## src/rtl/uart_pkg.sv

```systemverilog
// rtl/uart_pkg.sv - shared types, widths and helpers for the uart TX arbiter
// Contents: arb_state_e (IDLE/LOAD/WAITHI/WAITLO), BYTE_W, clog2().
package uart_pkg;

    localparam int BYTE_W = 8;

    typedef enum logic [1:0] {
        IDLE   = 2'd0,
        LOAD   = 2'd1,
        WAITHI = 2'd2,
        WAITLO = 2'd3
    } arb_state_e;

    // Index width for n items; never returns less than 1 so a 1-bit
    // index exists even for n <= 2.
    function automatic int clog2(input int n);
        int r;
        r = 0;
        for (int v = n - 1; v > 0; v = v >> 1) begin
            r = r + 1;
        end
        return (r == 0) ? 1 : r;
    endfunction

endpackage

```

## src/rtl/uart_tx_arb_rr_pick.sv

```systemverilog
// rtl/uart_tx_arb_rr_pick.sv - combinational round-robin rotate and priority encode
// Ports:
//   req    in  N   request vector
//   last   in  W   index of the previous winner; scanning starts at last+1
//   onehot out N   one-hot winner (zero when nothing requested)
//   idx    out W   winner index
//   valid  out 1   any request present
module rr_pick
    import uart_pkg::*;
#(
    parameter int N = 3,
    parameter int W = clog2(N)
) (
    input  logic [N-1:0] req,
    input  logic [W-1:0] last,
    output logic [N-1:0] onehot,
    output logic [W-1:0] idx,
    output logic         valid
);

    logic [W-1:0] pos;

    // Visit last+1, last+2, ... last+N (mod N); the first set bit wins,
    // so the previous winner is considered last.
    always_comb begin
        onehot = '0;
        idx    = '0;
        valid  = 1'b0;
        pos    = '0;
        for (int k = 1; k <= N; k++) begin
            pos = W'((int'(last) + k) % N);
            if (!valid && req[pos]) begin
                valid       = 1'b1;
                onehot[pos] = 1'b1;
                idx         = pos;
            end
        end
    end

endmodule

```

## src/rtl/uart_tx_arb.sv

```systemverilog
// rtl/uart_tx_arb.sv - round-robin arbiter sharing one uart_m transmitter among NREQ producers
// Optional macro: UART_TX_ARB_PRIO0_EN (requester 0 has absolute priority).
// Ports:
//   clk     in  1        clock shared with uart_m
//   rst     in  1        asynchronous active-high reset
//   req     in  NREQ     byte-pending flags, held until ack
//   din     in  8*NREQ   requester bytes, byte i at din[8*i+7:8*i]
//   ack     out NREQ     one-cycle one-hot capture pulse
//   load    out 1        one-cycle load pulse to uart_m
//   d       out 8        captured byte to uart_m
//   txbusy  in  1        uart_m busy
//   busy    out 1        arbiter not idle
//   lastgnt out clog2    most recently granted requester
module uart_tx_arb
    import uart_pkg::*;
#(
    parameter int NREQ     = 3,
    parameter int BUSYWAIT = 4,
    localparam int GW      = clog2(NREQ),
    localparam int CW      = clog2(BUSYWAIT)
) (
    input  logic                     clk,
    input  logic                     rst,
    input  logic [NREQ-1:0]          req,
    input  logic [BYTE_W*NREQ-1:0]   din,
    output logic [NREQ-1:0]          ack,
    output logic                     load,
    output logic [BYTE_W-1:0]        d,
    input  logic                     txbusy,
    output logic                     busy,
    output logic [GW-1:0]            lastgnt
);

    arb_state_e          state_q, state_d;
    logic [BYTE_W-1:0]   d_q, d_d;
    logic [NREQ-1:0]     ack_q, ack_d;
    logic                load_q, load_d;
    logic [GW-1:0]       lastgnt_q, lastgnt_d;
    logic [CW-1:0]       cnt_q, cnt_d;

    logic [NREQ-1:0]     rr_req;
    logic [NREQ-1:0]     rr_onehot;
    logic [GW-1:0]       rr_idx;
    logic                rr_valid;

    logic [NREQ-1:0]     win_onehot;
    logic [GW-1:0]       win_idx;
    logic                win_valid;
    logic [BYTE_W-1:0]   win_byte;

`ifdef UART_TX_ARB_PRIO0_EN
    // Requester 0 is taken out of the rotation and overrides it.
    assign rr_req = {req[NREQ-1:1], 1'b0};
`else
    assign rr_req = req;
`endif

    rr_pick #(
        .N (NREQ),
        .W (GW)
    ) u_rr_pick (
        .req    (rr_req),
        .last   (lastgnt_q),
        .onehot (rr_onehot),
        .idx    (rr_idx),
        .valid  (rr_valid)
    );

    always_comb begin
        win_onehot = rr_onehot;
        win_idx    = rr_idx;
        win_valid  = rr_valid;
`ifdef UART_TX_ARB_PRIO0_EN
        if (req[0]) begin
            win_onehot    = '0;
            win_onehot[0] = 1'b1;
            win_idx       = '0;
            win_valid     = 1'b1;
        end
`endif
    end

    always_comb begin
        win_byte = '0;
        for (int i = 0; i < NREQ; i++) begin
            if (win_onehot[i]) begin
                win_byte = win_byte | din[i*BYTE_W +: BYTE_W];
            end
        end
    end

    // The load pulse is registered while in LOAD, so uart_m sees it during
    // the first WAITHI cycle, one cycle after ack.
    always_comb begin
        state_d   = state_q;
        d_d       = d_q;
        ack_d     = '0;
        load_d    = 1'b0;
        lastgnt_d = lastgnt_q;
        cnt_d     = cnt_q;
        case (state_q)
            IDLE: begin
                if (win_valid && !txbusy) begin
                    d_d       = win_byte;
                    ack_d     = win_onehot;
                    lastgnt_d = win_idx;
                    state_d   = LOAD;
                end
            end
            LOAD: begin
                load_d  = 1'b1;
                cnt_d   = '0;
                state_d = WAITHI;
            end
            WAITHI: begin
                // Give up waiting for txbusy so a uart that never raises it
                // cannot wedge the arbiter.
                if (txbusy) begin
                    state_d = WAITLO;
                end else if (cnt_q == CW'(BUSYWAIT - 1)) begin
                    state_d = IDLE;
                end else begin
                    cnt_d = cnt_q + CW'(1);
                end
            end
            WAITLO: begin
                if (!txbusy) begin
                    state_d = IDLE;
                end
            end
            default: state_d = IDLE;
        endcase
    end

    always_ff @(posedge clk or posedge rst) begin
        if (rst) begin
            state_q   <= IDLE;
            d_q       <= '0;
            ack_q     <= '0;
            load_q    <= 1'b0;
            lastgnt_q <= GW'(NREQ - 1);
            cnt_q     <= '0;
        end else begin
            state_q   <= state_d;
            d_q       <= d_d;
            ack_q     <= ack_d;
            load_q    <= load_d;
            lastgnt_q <= lastgnt_d;
            cnt_q     <= cnt_d;
        end
    end

    assign ack     = ack_q;
    assign load    = load_q;
    assign d       = d_q;
    assign busy    = (state_q != IDLE);
    assign lastgnt = lastgnt_q;

endmodule

```

## config.mk

```make
export PLATFORM = sky130hd
export DESIGN_NAME = uart_tx_arb
export DESIGN_NICKNAME = d
export VERILOG_FILES = /design/src/rtl/uart_pkg.sv /design/src/rtl/uart_tx_arb_rr_pick.sv /design/src/rtl/uart_tx_arb.sv
export SDC_FILE = /design/constraint.sdc
export NUM_CORES = 1
export LEC_CHECK = 0
export CAP_MARGIN = 30
export CORE_UTILIZATION = 38
export CTS_CLUSTER_DIAMETER = 40
export DETAILED_ROUTE_END_ITERATION = 8
export GPL_TIMING_DRIVEN = 0
export PLACE_DENSITY = 0.75
export SLEW_MARGIN = 20
export SYNTH_ARGS = -nofsm -noshare
export SYNTH_HDL_FRONTEND = slang
export SYNTH_HIERARCHICAL = 1
export SYNTH_SLANG_ARGS = --single-unit
```

## constraint.sdc

```tcl
create_clock -name clk -period 2.24 [get_ports clk]
set_input_delay 0.448 -clock clk [delete_from_list [all_inputs] [get_ports clk]]
set_output_delay 0.448 -clock clk [all_outputs]
set_load 0.03 [all_outputs]
```

==> flow_metrics.env, run 1 <==
export IMPL_path_cells="ha_1 > inv_1 > a21boi_4 > mux2i_4 > o31ai_4 > a222oi_1 > a21oi_1"
export IMPL_finalCritPeriodShare_pct=99.7
export IMPL_grt_ovfl_total=0
export IMPL_hp_class="register to register"
export IMPL_final_layout_size_suffix_gt1_share_pct=22.0
export IMPL_rsz0062_at_grt="true"
export IMPL_syn_nets=147
export IMPL_cp_max_fo=5
export IMPL_whs_path_depth=2
export IMPL_worst_path_buf_inv=1
export IMPL_die_y_um=56.3
export IMPL_grt_pass1_wl_um=4690
export IMPL_viasPerCell=5.76
export IMPL_clock_latency_ps=300
export IMPL_drc=0
export IMPL_fin_crit_ps=2230
export IMPL_cp_top_family="compound AO/OA/AOI/OAI gates"
export IMPL_start_kind="register"
export IMPL_grt_antenna_before_repair=0
export IMPL_end_kind="register"
export IMPL_status="finished, final reports clean"
export IMPL_met3_length_um=117
export IMPL_worstMarginPinSlew_ps=682
export IMPL_htreeDepth=1
export IMPL_vdd_drop_max_mv=1.06
export IMPL_dp_hpwl_um=2310
export IMPL_maxSlewHeadroom_pct=54.5
export IMPL_synth_ff_type="dfrtp_1"
export IMPL_power_density_mw_per_mm2=1440
export IMPL_vias=1123
export IMPL_hold_viol_final=0
export IMPL_top_layer_used="met4"
export IMPL_cap_violations=0
export IMPL_synth_edff_count=0
export IMPL_nets=200
export IMPL_clkTransAtPathRegs_ps=100
export IMPL_cts_buffers_inserted=3
export IMPL_setup_violations=0
export IMPL_total_power_mw=2.56
export IMPL_wl_per_cell_um=15.8
export IMPL_first_global_vias=1068
export IMPL_track_usage_pct=19.0
export IMPL_rows=19
export IMPL_synthTopCellsByCount="dfrtp_1 (17), nor2_1 (11), a21oi_1 (9)"
export IMPL_hold_slack_ps=524
export IMPL_area_growth_pct=58.9
export IMPL_stdcell_area_mm2=0.00178
export IMPL_ctsLongestPathBuffers=2
export IMPL_syn_area_mm2=0.00112
export IMPL_yosysTopAreaCell="dfrtp_1"
export IMPL_hold_buffers=0
export IMPL_dr_pass1_iters=6
export IMPL_crit_cells=7
export IMPL_critical_path_arrival_ps=2410
export IMPL_syn_area_per_cell_um2=10.0
export IMPL_ant_nets=0
export IMPL_clock_sinks=18
export IMPL_wl_met1_um=1200
export IMPL_num_antenna_cells=0
export IMPL_coreArea_mm2=0.00278
export IMPL_synthTopCellsByArea="dfrtp_1 (38%), a222oi_1 (7.1%), ha_1 (5.6%)"
export IMPL_initial_core_util_pct=40.3
export IMPL_max_freq_mhz=448
export IMPL_cts_tree="done"
export IMPL_yosysWarnings=6
export IMPL_synthArstFlopShare_pct=100
export IMPL_place_port_buffers=44
export IMPL_drt_total_wl_um=3080
export IMPL_synth_top_area_share_pct=37.9
export IMPL_nFillCells=224
export IMPL_p_leak_nw=0.732
export IMPL_final_max_slew_viol_count=0
export IMPL_dieArea_mm2=0.00317
export IMPL_crit_slowest_cell="dfstp_2"
export IMPL_skew_ps=4.09
export IMPL_fp_dieW_um=56.3
export IMPL_drtIter0Drc=70
export IMPL_grt_max_degree=19
export IMPL_pre_cts_slack_ps=-383
export IMPL_met2WireLength_um=1700
export IMPL_synth_seq_area_share_pct=40.3
export IMPL_layout_setup_ws_ps=6.72
export IMPL_synth_seq_cells=18
export IMPL_cts_root_buf="clkbuf_4"
export IMPL_synth_cell_types=35
export IMPL_io_pins=45
export IMPL_critPathKind="register to register"
export IMPL_dpl_instance_area_mm2=0.00161
export IMPL_syn_inst=112
export IMPL_cp_required_ps=2410
export IMPL_yosysMostFrequentCell="dfrtp_1"
export IMPL_final_util_pct=64.1
export IMPL_gp_congestion=0.842
export IMPL_cpPeakStageDelay_ps=600
export IMPL_reg2reg_depth=7
repair_timing:
item                                    4_1_cts  5_1_grt
buffers inserted                              3        2
resized for setup                             4       15
pin swaps                                     2        6
cloned                                        0        1
endpoints found under the setup margin       10       14
per-layer routing:
layer  up-vias  GRT usage (%)
met5         -              0
met4         0           6.97
met3         9           5.53
met2        31           35.2
met1       561           20.2
li1        522              -
report_power, final:
group          internal [mW]  switching (mW)  leakage (nW)  total, mW
combinational          0.842           0.917         0.494       1.76
sequential             0.472           0.129         0.218      0.601
clock                 0.0993           0.103        0.0210      0.203
sequential cells by signal, summed over array words and instances, names as in the netlist:
| register | flops |
|---|---|
| d | 8 |
| ack | 3 |
| cnt_q | 2 |
| lastgnt | 2 |
| state_q | 2 |
| load | 1 |
layout make-up:
cell class / instances / area [um2] / area share, %
plain buffers: 4 / 42.5 / 2.39
repair buffers: 49 / 478 / 26.8
inverters: 8 / 30.0 / 1.69
flip-flops and latches: 18 / 453 / 25.4
multi-input cells: 81 / 703 / 39.5
clock buffers: 4 / 36.3 / 2.04
well taps: 31 / 38.8 / 2.18
kinds of logic (layout without fill, tap and decap cells):
logic type                 count (synthesis)  after routing  synth area share (%)
adders and majority gates                  5              5                  5.58
muxes                                      6              6                  5.58
AOI/OAI and AO/OA                         38             39                  25.9
buffers and inverters                     14             65                  6.70
DFF                                       18             18                  40.3
and+or+nand+nor                           31             31                  16.0
worst register-to-register path, stage by stage (launching register included):
cell      delay, ps
dfstp_2         600
ha_1            280
inv_1           120
a21boi_4        190
mux2i_4         310
o31ai_4         110
a222oi_1        380
a21oi_1         120
layout by cell type (no fill, tap or decap), types with 2 or more instances in the layout:
master           count
nand2_1              6
ha_1                 2
clkbuf_4             3
a222oi_1             8
o21ai_1              2
ha_4                 2
a21oi_2              3
inv_1                6
nand2b_1             2
and2_1               3
nand3b_1             2
buf_6                2
dfrtp_1             16
mux2i_1              3
nor2_1              11
inv_2                2
clkdlybuf4s50_1     44
a21oi_1              9
o21ai_0              4
buf_4                5
final timing paths:
| check | start | endpoint | slack [ps] |
|---|---|---|---|
| max | lastgnt[1]$_DFFE_PP1P_ | d[6]$_DFFE_PP0P_ | 7 |
| min | d[7]$_DFFE_PP0P_ | d[7]$_DFFE_PP0P_ | 520 |
| max reg2reg | lastgnt[1]$_DFFE_PP1P_ | d[6]$_DFFE_PP0P_ | 7 |
| min reg2reg | d[7]$_DFFE_PP0P_ | d[7]$_DFFE_PP0P_ | 520 |
| max in group asynchronous | rst | lastgnt[0]$_DFFE_PP0P_ | 1220 |
| min in group asynchronous | rst | lastgnt[0]$_DFFE_PP0P_ | 550 |
per-stage QoR:
| step | std cells | setup TNS (ps) |
|---|---|---|
| after global placement | 187 | -3570 |
| after global routing | 195 | -795 |
| after floorplan | 112 | 0 |
| after detailed placement | 187 | -4210 |
| final | 195 | 0 |
| after CTS | 193 | -1.10 |
Power figures use the tool's default switching activity.
==> run 2: changes to the inputs <==
--- a/config.mk
+++ b/config.mk
@@ -6,13 +6,13 @@
 export NUM_CORES = 1
 export LEC_CHECK = 0
 export CAP_MARGIN = 30
-export CORE_UTILIZATION = 38
+export CORE_UTILIZATION = 40
 export CTS_CLUSTER_DIAMETER = 40
 export DETAILED_ROUTE_END_ITERATION = 8
 export GPL_TIMING_DRIVEN = 0
+export HOLD_SLACK_MARGIN = 0.03
 export PLACE_DENSITY = 0.75
 export SLEW_MARGIN = 20
 export SYNTH_ARGS = -nofsm -noshare
 export SYNTH_HDL_FRONTEND = slang
-export SYNTH_HIERARCHICAL = 1
 export SYNTH_SLANG_ARGS = --single-unit
==> run 2 against run 1 <==
  * Clock power down 16%
  * Fmax up 3.0%
  * Critical endpoint is now d[7]$_DFFE_PP0P_
  * Sequential share of layout area down 2.9 points
  * Largest power group unchanged
  * Cell count up 22%
==> flow_metrics.env, run 2 <==
export IMPL_status="finished, final reports clean"
export IMPL_num_antenna_cells=0
export IMPL_setup_violations=0
export IMPL_place_port_buffers=44
export IMPL_fin_cells=237
export IMPL_crit_path_start="lastgnt[1]$_DFFE_PP1P_"
export IMPL_synthTopCellsByArea="dfrtp_1 (33%), a41oi_2 (10%), o211ai_2 (7.8%)"
export IMPL_final_max_slew_viol_count=0
export IMPL_dieArea_mm2=0.00345
export IMPL_critPathKind="register to register"
export IMPL_viasPerCell=5.51
export IMPL_hold_viol_final=0
export IMPL_nets=229
export IMPL_power_density_mw_per_mm2=1590
export IMPL_synth_ff_type="dfrtp_1"
export IMPL_dp_hpwl_um=2670
export IMPL_vdd_drop_max_mv=0.665
export IMPL_grt_pass1_wl_um=5750
export IMPL_track_usage_pct=21.9
export IMPL_synthArstFlopShare_pct=100
export IMPL_syn_area_mm2=0.00129
export IMPL_skew_ps=17.1
export IMPL_cts_tree="done"
export IMPL_synth_seq_area_share_pct=35.0
export IMPL_syn_inst=133
export IMPL_most_common_layout_cells="clkdlybuf4s50_1 (44), dfrtp_1 (17), nor2_1 (14), nand2_1 (14), buf_4 (14)"
export IMPL_drtIter0Drc=110
export IMPL_yosysWarnings=0
export IMPL_cts_root_buf="clkbuf_4"
export IMPL_maxSlewHeadroom_pct=52.1
export IMPL_coreArea_mm2=0.00305
export IMPL_clock_sinks=18
export IMPL_cap_violations=0
export IMPL_clkTransAtPathRegs_ps=120
export IMPL_vias=1307
export IMPL_syn_area_per_cell_um2=9.69
export IMPL_switchingPower_mw=1.54
export IMPL_final_layout_size_suffix_gt1_share_pct=29.5
export IMPL_dp_cells=221
export IMPL_largest_register_ffs=8
export IMPL_die_y_um=58.8
export IMPL_synth_seq_cells=18
export IMPL_synthTopCellsByCount="dfrtp_1 (17), nor2_1 (17), nand2_1 (14)"
export IMPL_clock_power_share_pct=5.4
export IMPL_hold_buffers=0
export IMPL_nFillCells=274
export IMPL_rows=20
export IMPL_start_kind="register"
export IMPL_htreeDepth=1
export IMPL_grt_max_degree=19
export IMPL_p_leak_nw=0.789
export IMPL_multi_input_area_um2=867
export IMPL_drc=0
export IMPL_clock_latency_ps=290
export IMPL_cp_max_fo=5
export IMPL_p_int_mw=1.64
export IMPL_dpl_instance_area_mm2=0.00179
export IMPL_wl_met1_um=1660
export IMPL_synth_edff_count=0
export IMPL_dr_pass1_iters=4
export IMPL_final_common_cell="clkdlybuf4s50_1"
export IMPL_hp_class="register to register"
export IMPL_max_freq_mhz=461
export IMPL_fin_crit_ps=2170
export IMPL_cp_required_ps=2420
export IMPL_total_power_mw=3.18
export IMPL_syn_nets=168
export IMPL_area_growth_pct=55.4
export IMPL_met2WireLength_um=1950
export IMPL_tns_ps=0
export IMPL_final_util_pct=65.6
export IMPL_critical_path_arrival_ps=2350
export IMPL_finalCritPeriodShare_pct=96.8
export IMPL_p_seq_share_pct=18.8
export IMPL_grt_antenna_before_repair=0
export IMPL_drt_total_wl_um=3810
export IMPL_worstMarginPinSlew_ps=718
export IMPL_top_layer_used="met4"
export IMPL_synth_cell_types=37
export IMPL_gp_congestion=0.894
export IMPL_stdcell_area_mm2=0.00200
export IMPL_synth_top_area_share_pct=33.0
export IMPL_switching_share_pct=48.5
export IMPL_cts_buffers_inserted=3
export IMPL_met3_length_um=132
export IMPL_ant_nets=0
export IMPL_first_global_vias=1250
export IMPL_ff_latch_area_um2=452
export IMPL_initial_core_util_pct=42.2
export IMPL_reg2reg_from="lastgnt[1]$_DFFE_PP1P_"
export IMPL_yosysTopAreaCell="dfrtp_1"
export IMPL_fp_dieW_um=58.8
export IMPL_end_kind="register"
export IMPL_io_pins=45
export IMPL_wl_per_cell_um=16.1
export IMPL_grt_ovfl_total=0
export IMPL_hold_start="cnt_q[1]$_DFFE_PP0P_"
export IMPL_p_comb_share_pct=75.8
export IMPL_ctsLongestPathBuffers=2
[run 2: cell types whose count changed after synthesis, sizes merged, moves of 3 or more]
cell / delta
nor2b: +4
a21oi: -9
inv: -5
nor2: +6
nand2: +8
a41oi: +8
o22ai: -3
o21ai: +6
a222oi: -8
o211ai: +9
[run 2: repair_timing]
item                                    4_1_cts  5_1_grt
setup buffers                                 2        9
endpoints found under the setup margin       10       15
gates cloned                                  1        1
gates resized for setup                       5       26
pin swaps                                     3        7
[run 2: path summary, 6_finish.rpt]
kind | endpoint | slack [ps] | cells after the start
setup / recovery | d[7]$_DFFE_PP0P_ | 70 | 8
hold / removal | cnt_q[1]$_DFFE_PP0P_ | 540 | 2
setup reg to reg | d[7]$_DFFE_PP0P_ | 70 | 8
hold reg to reg | cnt_q[1]$_DFFE_PP0P_ | 540 | 2
max in group asynchronous | lastgnt[0]$_DFFE_PP0P_ | 1220 | 2
min in group asynchronous | ack[0]$_DFF_PP0_ | 560 | 2
[run 2: critical path, cell delays in order (launching register included)]
cell	delay, ps
dfstp_2	590
inv_2	70
ha_4	180
mux2_4	300
mux2_4	300
a21o_1	200
buf_4	170
o211ai_2	150
a41oi_2	130
[run 2: power by group through the flow]
stage / Clock, mW / Sequential, mW / Combinational (mW)
after floorplan: 0 / 0.798 / 1.19
after global placement: 0 / 0.580 / 1.93
after detailed placement: 0 / 0.591 / 2.00
after CTS: 0.173 / 0.572 / 2.12
after global routing: 0.191 / 0.617 / 2.58
final: 0.170 / 0.598 / 2.41
[run 2: stage by stage]
stage               hold WS (ps)  worst slack, ps
global placement             487             -147
finish                       539             71.1
CTS                          542             5.78
floorplan                    386             8.09
detailed placement           517             -197
global route                 584            -8.53
[run 2: metal layers]
| metal | track usage, % | up-vias |
|---|---|---|
| li1 | - | 614 |
| met1 | 29.4 | 659 |
| met2 | 38.0 | 28 |
| met3 | 1.32 | 6 |
| met4 | 6.12 | 0 |
| met5 | 0 | - |
[run 2: cells by family after synthesis]
group	after synthesis	share of synthesized area, %
DFF	18	35.0
buffers and inverters	11	4.08
AOI/OAI and AO/OA	44	32.6
muxes	6	4.85
adders and majority gates	5	4.85
and+or+nand+nor	49	18.5
[run 2: layout make-up]
| class | instances | area share (%) |
|---|---|---|
| Multi-Input combinational cell | 105 | 43.3 |
| Timing Repair Buffer | 56 | 26.5 |
| Sequential cell | 18 | 22.5 |
| Buffer | 7 | 3.06 |
| Tap cell | 44 | 2.75 |
| Clock buffer | 4 | 1.31 |
| Inverter | 3 | 0.562 |
